### config.mk
export PLATFORM = sky130hd
export DESIGN_NAME = spi_slave_frame_ctrl
export DESIGN_NICKNAME = d
export VERILOG_FILES = /design/src/rtl/spi_slave_frame_ctrl.sv
export SDC_FILE = /design/constraint.sdc
export NUM_CORES = 1
export LEC_CHECK = 0
export ABC_CLOCK_PERIOD_IN_PS = 2350
export CELL_PAD_IN_SITES_DETAIL_PLACEMENT = 1
export CELL_PAD_IN_SITES_GLOBAL_PLACEMENT = 1
export CORE_AREA = 2 2 79 89
export CTS_BUF_LIST = sky130_fd_sc_hd__clkbuf_8
export DETAILED_ROUTE_END_ITERATION = 10
export DIE_AREA = 0 0 81 91
export GPL_TIMING_DRIVEN = 1
export PLACE_DENSITY_LB_ADDON = 0.25
export REMOVE_ABC_BUFFERS = 1
export SLEW_MARGIN = 15
export SYNTH_ARGS = -nofsm -noshare
export SYNTH_HDL_FRONTEND = slang
export SYNTH_SLANG_ARGS = --single-unit
export TNS_END_PERCENT = 1
### constraint.sdc
create_clock -name clk_i -period 2.35 [get_ports clk_i]
set_clock_uncertainty 0.15 [all_clocks]
set_input_delay 0.47 -clock clk_i [delete_from_list [all_inputs] [get_ports clk_i]]
set_output_delay 0.47 -clock clk_i [all_outputs]
set_load 0.05 [all_outputs]
### src/rtl/spi_slave_frame_ctrl.sv
// Frame controller between the byte-level SPI slave shifter and the register bank.
// A frame is a command byte {rw, addr}, a length byte, then a burst of data bytes.
module spi_slave_frame_ctrl #(
  parameter int                   SPI_WIDTH = 8,
  parameter int                   ADDR_W    = 7,
  parameter logic [SPI_WIDTH-1:0] IDLE_BYTE = 8'hFF
) (
  input  logic                 clk_i,
  input  logic                 rst_i,
  input  logic                 sncs_i,
  input  logic                 rx_byte_valid_i,
  input  logic [SPI_WIDTH-1:0] rx_data_i,
  input  logic                 tx_byte_done_i,
  output logic [SPI_WIDTH-1:0] tx_data_o,
  output logic                 spi_wr_o,
  output logic                 reg_wr_o,
  output logic                 reg_rd_o,
  output logic [ADDR_W-1:0]    reg_addr_o,
  output logic [SPI_WIDTH-1:0] reg_wdata_o,
  input  logic [SPI_WIDTH-1:0] reg_rdata_i,
  output logic                 busy_o,
  output logic                 frame_done_o,
  output logic                 frame_err_o
);

  typedef enum logic [2:0] {
    ST_IDLE  = 3'd0,
    ST_CMD   = 3'd1,
    ST_LEN   = 3'd2,
    ST_WDATA = 3'd3,
    ST_RPREF = 3'd4,
    ST_RDATA = 3'd5,
    ST_DONE  = 3'd6
  } state_e;

  state_e               state_q;
  logic [2:0]           cs_sync_q;
  logic                 cs_rise_s;
  logic                 cs_fall_s;
  logic                 rw_q;
  logic [SPI_WIDTH-1:0] count_q;
  logic [ADDR_W-1:0]    addr_q;
  logic [ADDR_W-1:0]    addr_d;
  logic [SPI_WIDTH-1:0] wdata_q;
  logic [SPI_WIDTH-1:0] tx_q;
  logic                 spi_wr_q;
  logic                 reg_wr_q;
  logic                 reg_rd_q;
  logic                 load_q;
  logic                 done_q;
  logic                 err_q;
  logic                 ovr_q;

  // cs_sync_q[1] is the synchronised chip select, cs_sync_q[2] its previous value.
  assign cs_rise_s = cs_sync_q[1] & ~cs_sync_q[2];
  assign cs_fall_s = ~cs_sync_q[1] & cs_sync_q[2];
  assign addr_d    = addr_q + ADDR_W'(1'b1);

  // Chip-select synchroniser and edge-detect history.
  always_ff @(posedge clk_i or posedge rst_i) begin
    if (rst_i) begin
      cs_sync_q <= 3'b111;
    end else begin
      cs_sync_q <= {cs_sync_q[1:0], sncs_i};
    end
  end

  // Frame sequencer with registered outputs.
  always_ff @(posedge clk_i or posedge rst_i) begin
    if (rst_i) begin
      state_q  <= ST_IDLE;
      rw_q     <= 1'b0;
      count_q  <= {SPI_WIDTH{1'b0}};
      addr_q   <= {ADDR_W{1'b0}};
      wdata_q  <= {SPI_WIDTH{1'b0}};
      tx_q     <= IDLE_BYTE;
      spi_wr_q <= 1'b1;
      reg_wr_q <= 1'b0;
      reg_rd_q <= 1'b0;
      load_q   <= 1'b0;
      done_q   <= 1'b0;
      err_q    <= 1'b0;
      ovr_q    <= 1'b0;
    end else begin
      reg_wr_q <= 1'b0;
      reg_rd_q <= 1'b0;
      load_q   <= 1'b0;
      done_q   <= 1'b0;
      err_q    <= 1'b0;
      // The address advances in the cycle after each write strobe.
      if (reg_wr_q) begin
        addr_q <= addr_d;
      end
      if (cs_rise_s && (state_q != ST_IDLE)) begin
        state_q  <= ST_IDLE;
        spi_wr_q <= 1'b1;
        tx_q     <= IDLE_BYTE;
        count_q  <= {SPI_WIDTH{1'b0}};
        err_q    <= (state_q == ST_LEN) || (state_q == ST_WDATA) ||
                    (state_q == ST_RPREF) || (state_q == ST_RDATA);
      end else begin
        case (state_q)
          ST_IDLE: begin
            spi_wr_q <= 1'b1;
            tx_q     <= IDLE_BYTE;
            if (cs_fall_s) begin
              state_q <= ST_CMD;
              ovr_q   <= 1'b0;
              count_q <= {SPI_WIDTH{1'b0}};
            end
          end
          ST_CMD: begin
            if (rx_byte_valid_i) begin
              rw_q    <= rx_data_i[SPI_WIDTH-1];
              addr_q  <= rx_data_i[ADDR_W-1:0];
              state_q <= ST_LEN;
            end
          end
          ST_LEN: begin
            if (rx_byte_valid_i) begin
              count_q <= rx_data_i;
              if (rx_data_i == {SPI_WIDTH{1'b0}}) begin
                state_q <= ST_DONE;
                done_q  <= 1'b1;
              end else if (!rw_q) begin
                state_q <= ST_WDATA;
              end else begin
                state_q  <= ST_RPREF;
                reg_rd_q <= 1'b1;
              end
            end
          end
          ST_WDATA: begin
            if (rx_byte_valid_i) begin
              reg_wr_q <= 1'b1;
              wdata_q  <= rx_data_i;
              count_q  <= count_q - SPI_WIDTH'(1'b1);
              if (count_q == SPI_WIDTH'(1'b1)) begin
                state_q <= ST_DONE;
                done_q  <= 1'b1;
              end
            end
          end
          ST_RPREF: begin
            if (reg_rd_q) begin
              load_q <= 1'b1;
            end else if (load_q) begin
              tx_q     <= reg_rdata_i;
              spi_wr_q <= 1'b0;
              state_q  <= ST_RDATA;
            end
          end
          ST_RDATA: begin
            if (reg_rd_q) begin
              load_q <= 1'b1;
            end
            if (load_q) begin
              tx_q <= reg_rdata_i;
            end
            if (tx_byte_done_i) begin
              count_q <= count_q - SPI_WIDTH'(1'b1);
              if (count_q == SPI_WIDTH'(1'b1)) begin
                state_q  <= ST_DONE;
                done_q   <= 1'b1;
                spi_wr_q <= 1'b1;
                tx_q     <= IDLE_BYTE;
              end else begin
                addr_q   <= addr_d;
                reg_rd_q <= 1'b1;
              end
            end
          end
          ST_DONE: begin
            spi_wr_q <= 1'b1;
            tx_q     <= IDLE_BYTE;
            if (rx_byte_valid_i && !ovr_q) begin
              err_q <= 1'b1;
              ovr_q <= 1'b1;
            end
          end
          default: begin
            state_q  <= ST_IDLE;
            spi_wr_q <= 1'b1;
            tx_q     <= IDLE_BYTE;
          end
        endcase
      end
    end
  end

  assign tx_data_o    = tx_q;
  assign spi_wr_o     = spi_wr_q;
  assign reg_wr_o     = reg_wr_q;
  assign reg_rd_o     = reg_rd_q;
  assign reg_addr_o   = addr_q;
  assign reg_wdata_o  = wdata_q;
  assign busy_o       = (state_q != ST_IDLE);
  assign frame_done_o = done_q;
  assign frame_err_o  = err_q;

endmodule

-- Word-level counts from Yosys, hierarchy flattened
Index checks and enable logic that the tools add are counted.
Widths: inputs -> output; s select.
- equal/unequal tests: 19
- muxes and demuxes: 62
- reductions and logical operators: 20
- add/subtract/negate cells: 2
- bitwise logic cells: 5
- operators with widths (cell ; number):
    $mux 8 ; 10
    $mux 7 ; 5
    $mux 3 ; 11
    $pmux 8 s4 ; 1
    $mux 1 ; 28
    $pmux 8 s3 ; 1
    $ne 3x3->1 const B ; 7
    $pmux 3 s7 ; 1
    $pmux 7 s2 ; 1
    $reduce_and 5->1 ; 2
    $eq 3x3->1 const B ; 3
    $eq 8x1->1 const B ; 1
    $logic_not 8->1 ; 1
    $reduce_and 8->1 ; 1
    $sub 8x1->8 const B ; 1
    $add 7x1->7 const B ; 1
    $eq 3x2->1 const B ; 2
    $ne 2x2->1 const B ; 3
    $pmux 1 s3 ; 2
    $reduce_and 3->1 ; 2
    $reduce_bool 5->1 ; 1
    $pmux 1 s2 ; 2
    $reduce_and 4->1 ; 1
    $eq 3x1->1 const B ; 1
    other kinds (13) ; 19
- output and inout bits: 29
- input port bits: 21
- logic and storage cells: 122
- flip-flop bits (word level): 45

-- Depth between registers and ports, before layout
- depth after elaboration: 6
- gate-level depth with buffers: 7
- mapped depth without buffers: 7

-- Worst setup path before layout
Ideal clock, no wire load.
- path kind: reg-to-reg
- start point: register addr_q[0] (netlist: reg_addr_o[0])
- end point: register addr_q[2] (netlist: reg_addr_o[2])
- data arrival time: 1917 ps
- buffers on the path: 0
- stages on the path, launching flop included: 7
- path slack: 201 ps
- clock period less this slack: 2149 ps
- required time: 2117 ps
- library setup time: 83 ps
- path through: dfrtp_1 > ha_1 > nand2_1 > xor2_1 > a2111o_1 > o221a_2 > o22ai_1
- cells in the longest elaborated chain, start to end: 6
- elaborated cells on any way between the ends: 7
- classes of those cells: add/sub: 1; mux: 6
- ends and longest elaborated chain (item ; RTL line ; text):
    start: declaration ; 42 ; logic [ADDR_W-1:0] addr_q;
    start signal: assignment ; 74 ; addr_q <= {ADDR_W{1'b0}};
    start signal: assignment ; 92 ; addr_q <= addr_d;
    start signal: assignment ; 115 ; addr_q <= rx_data_i[ADDR_W-1:0];
    $add 7x1->7 (*) ; 57 ; assign addr_d = addr_q + ADDR_W'(1'b1);
    $mux 7 ; 91 ; if (reg_wr_q) begin
    $mux 7 ; 162 ; if (count_q == SPI_WIDTH'(1'b1)) begin
    $mux 7 ; 160 ; if (tx_byte_done_i) begin
    $pmux 7 s2 ; 102 ; case (state_q)
    $mux 7 (*) ; 94 ; if (cs_rise_s && (state_q != ST_IDLE)) begin
Mark *: on every way between the ends. The rest lies on a longest branch, timed or not.
A chain may end at the register's enable or synchronous reset.

-- Worst setup path in the final report
- start point: register tx_q[2] (netlist: tx_data_o[2])
- end point: output tx_data_o[2]
- RTL lines (item ; RTL line ; text):
    start: declaration ; 45 ; logic [SPI_WIDTH-1:0] tx_q;
    start signal: assignment ; 148 ; tx_q <= reg_rdata_i;
    start signal: assignment ; 158 ; tx_q <= reg_rdata_i;
    end: declaration ; 14 ; output logic [SPI_WIDTH-1:0] tx_data_o,
No word-level cell between the ends.

==> run_results.csv <==
group,metric,value,unit
synthesis,syn_avg_cell_area,9.71,sq um
finish,synthToLayoutAreaGrowth,32.5,%
synthesis,ys_warn_count,0,
outcome,status,"complete, no violations",
grt,grt_max_degree,30,
placed_design,io_buffers,49,
pwr,power_density,1260,nW/um^2
worst_setup_path,path_cells,"clkdlybuf4s50_1",
die,die_x,81,um
die,fp.dieH,91,um
synthesis,synth_edf_count,0,
worst_setup_path,critical-path-top-delay-family,"buffers and inverters",
sta,whs,209,ps
route,wl_per_cell,18.6,um
route,vias_per_cell,5.68,
route,ant_nets,0,
synthesis,synth_seq_area_share,43.9,%
placed_design,dp_hpwl,5910,um
worst_setup_path,crit_arrival,1650,ps
synthesis,synthCells,268,
placed_design,place_ws,-205,ps
clock_network,cts_sinks,45,
clock_network,clock_path_buffers,2,
sta,fmax,441,MHz
route,drc_errors,0,
worst_setup_path,slowest_stage,"clkdlybuf4s50_1",
clock_network,hold_buffers,0,
worst_setup_path,worst-path-max-fanout,2,
finish,drive_above_1_share,20.6,%
grt,grt_pass1_wl,13300,um
sta,final-hold-violation-count,0,
worst_setup_path,path_class,"flip-flop to output port",
sta,report.final.slew_viol_count,0,
worst_setup_path,cpPeakStageDelay,800,ps
min_path,min_path_type,"flip-flop to flip-flop",
finish,diodes,0,
route,finalWirelength,7840,um
clock_network,path_clk_slew,80,ps
die,fp-row-count,31,
placed_design,place_area,3350,sq um
sta,relSlewSlack,58.8,%
grt,track_usage,23.3,%
clock_network,cts_htree_levels,2,
worst_setup_path,worstPathBufferInverterCount,1,
finish,stdcell_area,3450,sq um
clock_network,cts_tree,"built",
pwr,ir_drop,712,uV
clock_network,cts_buffers,5,
job,maxCapViolCount,0,
finish,final_nets,362,
worst_setup_path,start_kind,"flip-flop",
route,drtPass1Iterations,4,
die,io_pins,50,
sta,min_period,2270,ps
sta,fin_setup_tns,0,ps
synthesis,ys_ff_latch,45,
die,core,6440,sq um
die,start_util,40.4,%
finish,fill_cells,753,
sta,rsz0062_at_grt,"false",
worst_setup_path,cp-end-kind,"output port",
sta,worst_pin_slew,611,ps
clock_network,clock_latency,300,ps
placed_design,routabilityCongestion,0.886,
die,die_area,7370,sq um
synthesis,synthFlopType,"dfrtp_1",
worst_setup_path,cp.required,1730,ps
route,first_iter_violations,137,
synthesis,mappedNetlistArea,2600,sq um
grt,grt-ovfl-total,0,
grt,antenna_found_initial,0,
clock_network,cts-root-buf,"clkbuf_8",
pwr,leakagePower,1.47,nW
sta,setup_viol,0,
sta,layout_setup_ws,81.3,ps
sta,min_period_over_period,96.5,%
synthesis,synthArstFlopShare,100,%
grt,first_global_vias,2536,
route,vias,2391,
synthesis,synth_cell_types,54,
synthesized netlist by cell type (2+ instances only):
| master | count | share of area, % |
|---|---|---|
| nand2b_1 | 3 | 0.72 |
| nand4_1 | 5 | 1.2 |
| a22oi_1 | 8 | 2.3 |
| mux2_2 | 11 | 4.8 |
| nand2_1 | 30 | 4.3 |
| nor2b_1 | 4 | 0.96 |
| or4_1 | 3 | 0.87 |
| xnor2_1 | 6 | 2.0 |
| nor3b_1 | 3 | 0.87 |
| xor2_1 | 9 | 3.0 |
| o21ai_0 | 17 | 3.3 |
| clkbuf_1 | 5 | 0.72 |
| a21oi_1 | 6 | 1.2 |
| ha_1 | 3 | 1.4 |
| nor2_1 | 18 | 2.6 |
| mux2i_1 | 10 | 3.8 |
| a311o_1 | 2 | 0.77 |
| o211ai_1 | 2 | 0.58 |
| a31oi_1 | 3 | 0.72 |
| a211oi_1 | 2 | 0.58 |
| and2_1 | 2 | 0.48 |
| nor3_1 | 9 | 1.7 |
| o22ai_1 | 2 | 0.48 |
| inv_1 | 10 | 1.4 |
| buf_2 | 6 | 1.2 |
| o31ai_1 | 4 | 1.2 |
| dfstp_2 | 12 | 12 |
| dfrtp_1 | 33 | 32 |
| or3_1 | 3 | 0.72 |
| nand3_1 | 9 | 1.7 |
| a32oi_1 | 3 | 1.0 |
| o311ai_0 | 2 | 0.67 |
| and3_1 | 2 | 0.48 |
through the flow:
stage	std cells	util, %	power [W]
2_1_floorplan	256	-	0.00290
3_3_place_gp	413	52.0	0.00376
3_5_place_dp	413	52.0	0.00385
4_1_cts	421	53.4	0.00437
5_1_grt	421	53.5	0.00465
6_report	421	53.5	0.00436
per-layer routing:
layer | wire, um | GRT usage, %
met5 | 0 | 0
met4 | 92 | 5.23
met3 | 168 | 2.68
met2 | 4110 | 39.0
met1 | 3470 | 31.9
kinds of logic after synthesis:
group,after synthesis,synth area share [%]
XOR/XNOR,15,5.05
multiplexers,21,8.61
AO/OA/AOI/OAI,63,18.0
flip-flops,45,43.9
buffers and inverters,22,3.61
adder cells (fa/ha/maj),3,1.44
AND/OR/NAND/NOR,99,19.4
power by group:
group	total, W	switching [W]	internal [W]
Sequential	0.00132	0.000308	0.00101
Combinational	0.00254	0.00151	0.00103
Clock	0.000498	0.000266	0.000232
flip-flops by register name, indices dropped and copies added (netlist names):
name	count
count_q	8
cs_sync_q	3
frame_done_o	1
frame_err_o	1
load_q	1
ovr_q	1
reg_addr_o	7
reg_rd_o	1
reg_wdata_o	8
reg_wr_o	1
rw_q	1
spi_wr_o	1
state_q	3
tx_data_o	8
placed cells by master (no fill, tap or decap), types with 6 or more instances in the layout:
cell type	netlist	routed
nand2_1	30	30
nor3_1	9	8
o21ai_0	17	17
mux2i_1	10	10
xnor2_1	6	6
dfstp_2	12	12
buf_4	1	28
dfrtp_1	33	33
mux2_2	11	11
nand3_1	9	9
clkbuf_8	0	6
nor2_1	18	18
a22oi_1	8	8
a21oi_1	6	6
clkdlybuf4s50_1	0	44
xor2_1	9	9
inv_1	10	11
area by class of cell:
class,instances,area [sq um],share of cell area (%)
Clock buffer,6,82.6,2.40
Tap cell,82,103,2.98
Sequential cell,45,1140,33.1
Timing Repair Buffer,75,703,20.4
Multi-Input combinational cell,201,1370,39.8
Inverter,10,37.5,1.09
Clock inverter,2,7.51,0.218
what timing repair did:
| action | CTS | global route |
|---|---|---|
| setup buffers | 0 | 0 |
| setup endpoints to repair | 0 | 2 |
| gates resized for setup | 0 | 2 |
path summary, 6_finish.rpt:
path | startpoint | end | slack [ps] | cells past startpoint
max in group asynchronous | rst_i | tx_data_o[2]$_DFFE_PP1P_ | 1170 | 3
max | tx_data_o[2]$_DFFE_PP1P_ | tx_data_o[2] | 80 | 1
max reg2reg | count_q[0]$_DFFE_PP0P_ | state_q[0]$_DFFE_PP0P_ | 160 | 6
min | cs_sync_q[0]$_DFF_PP1_ | cs_sync_q[1]$_DFF_PP1_ | 210 | 0
min in group asynchronous | rst_i | count_q[1]$_DFFE_PP0P_ | 320 | 2
min reg2reg | cs_sync_q[0]$_DFF_PP1_ | cs_sync_q[1]$_DFF_PP1_ | 210 | 0
Power figures use the tool's default switching activity.
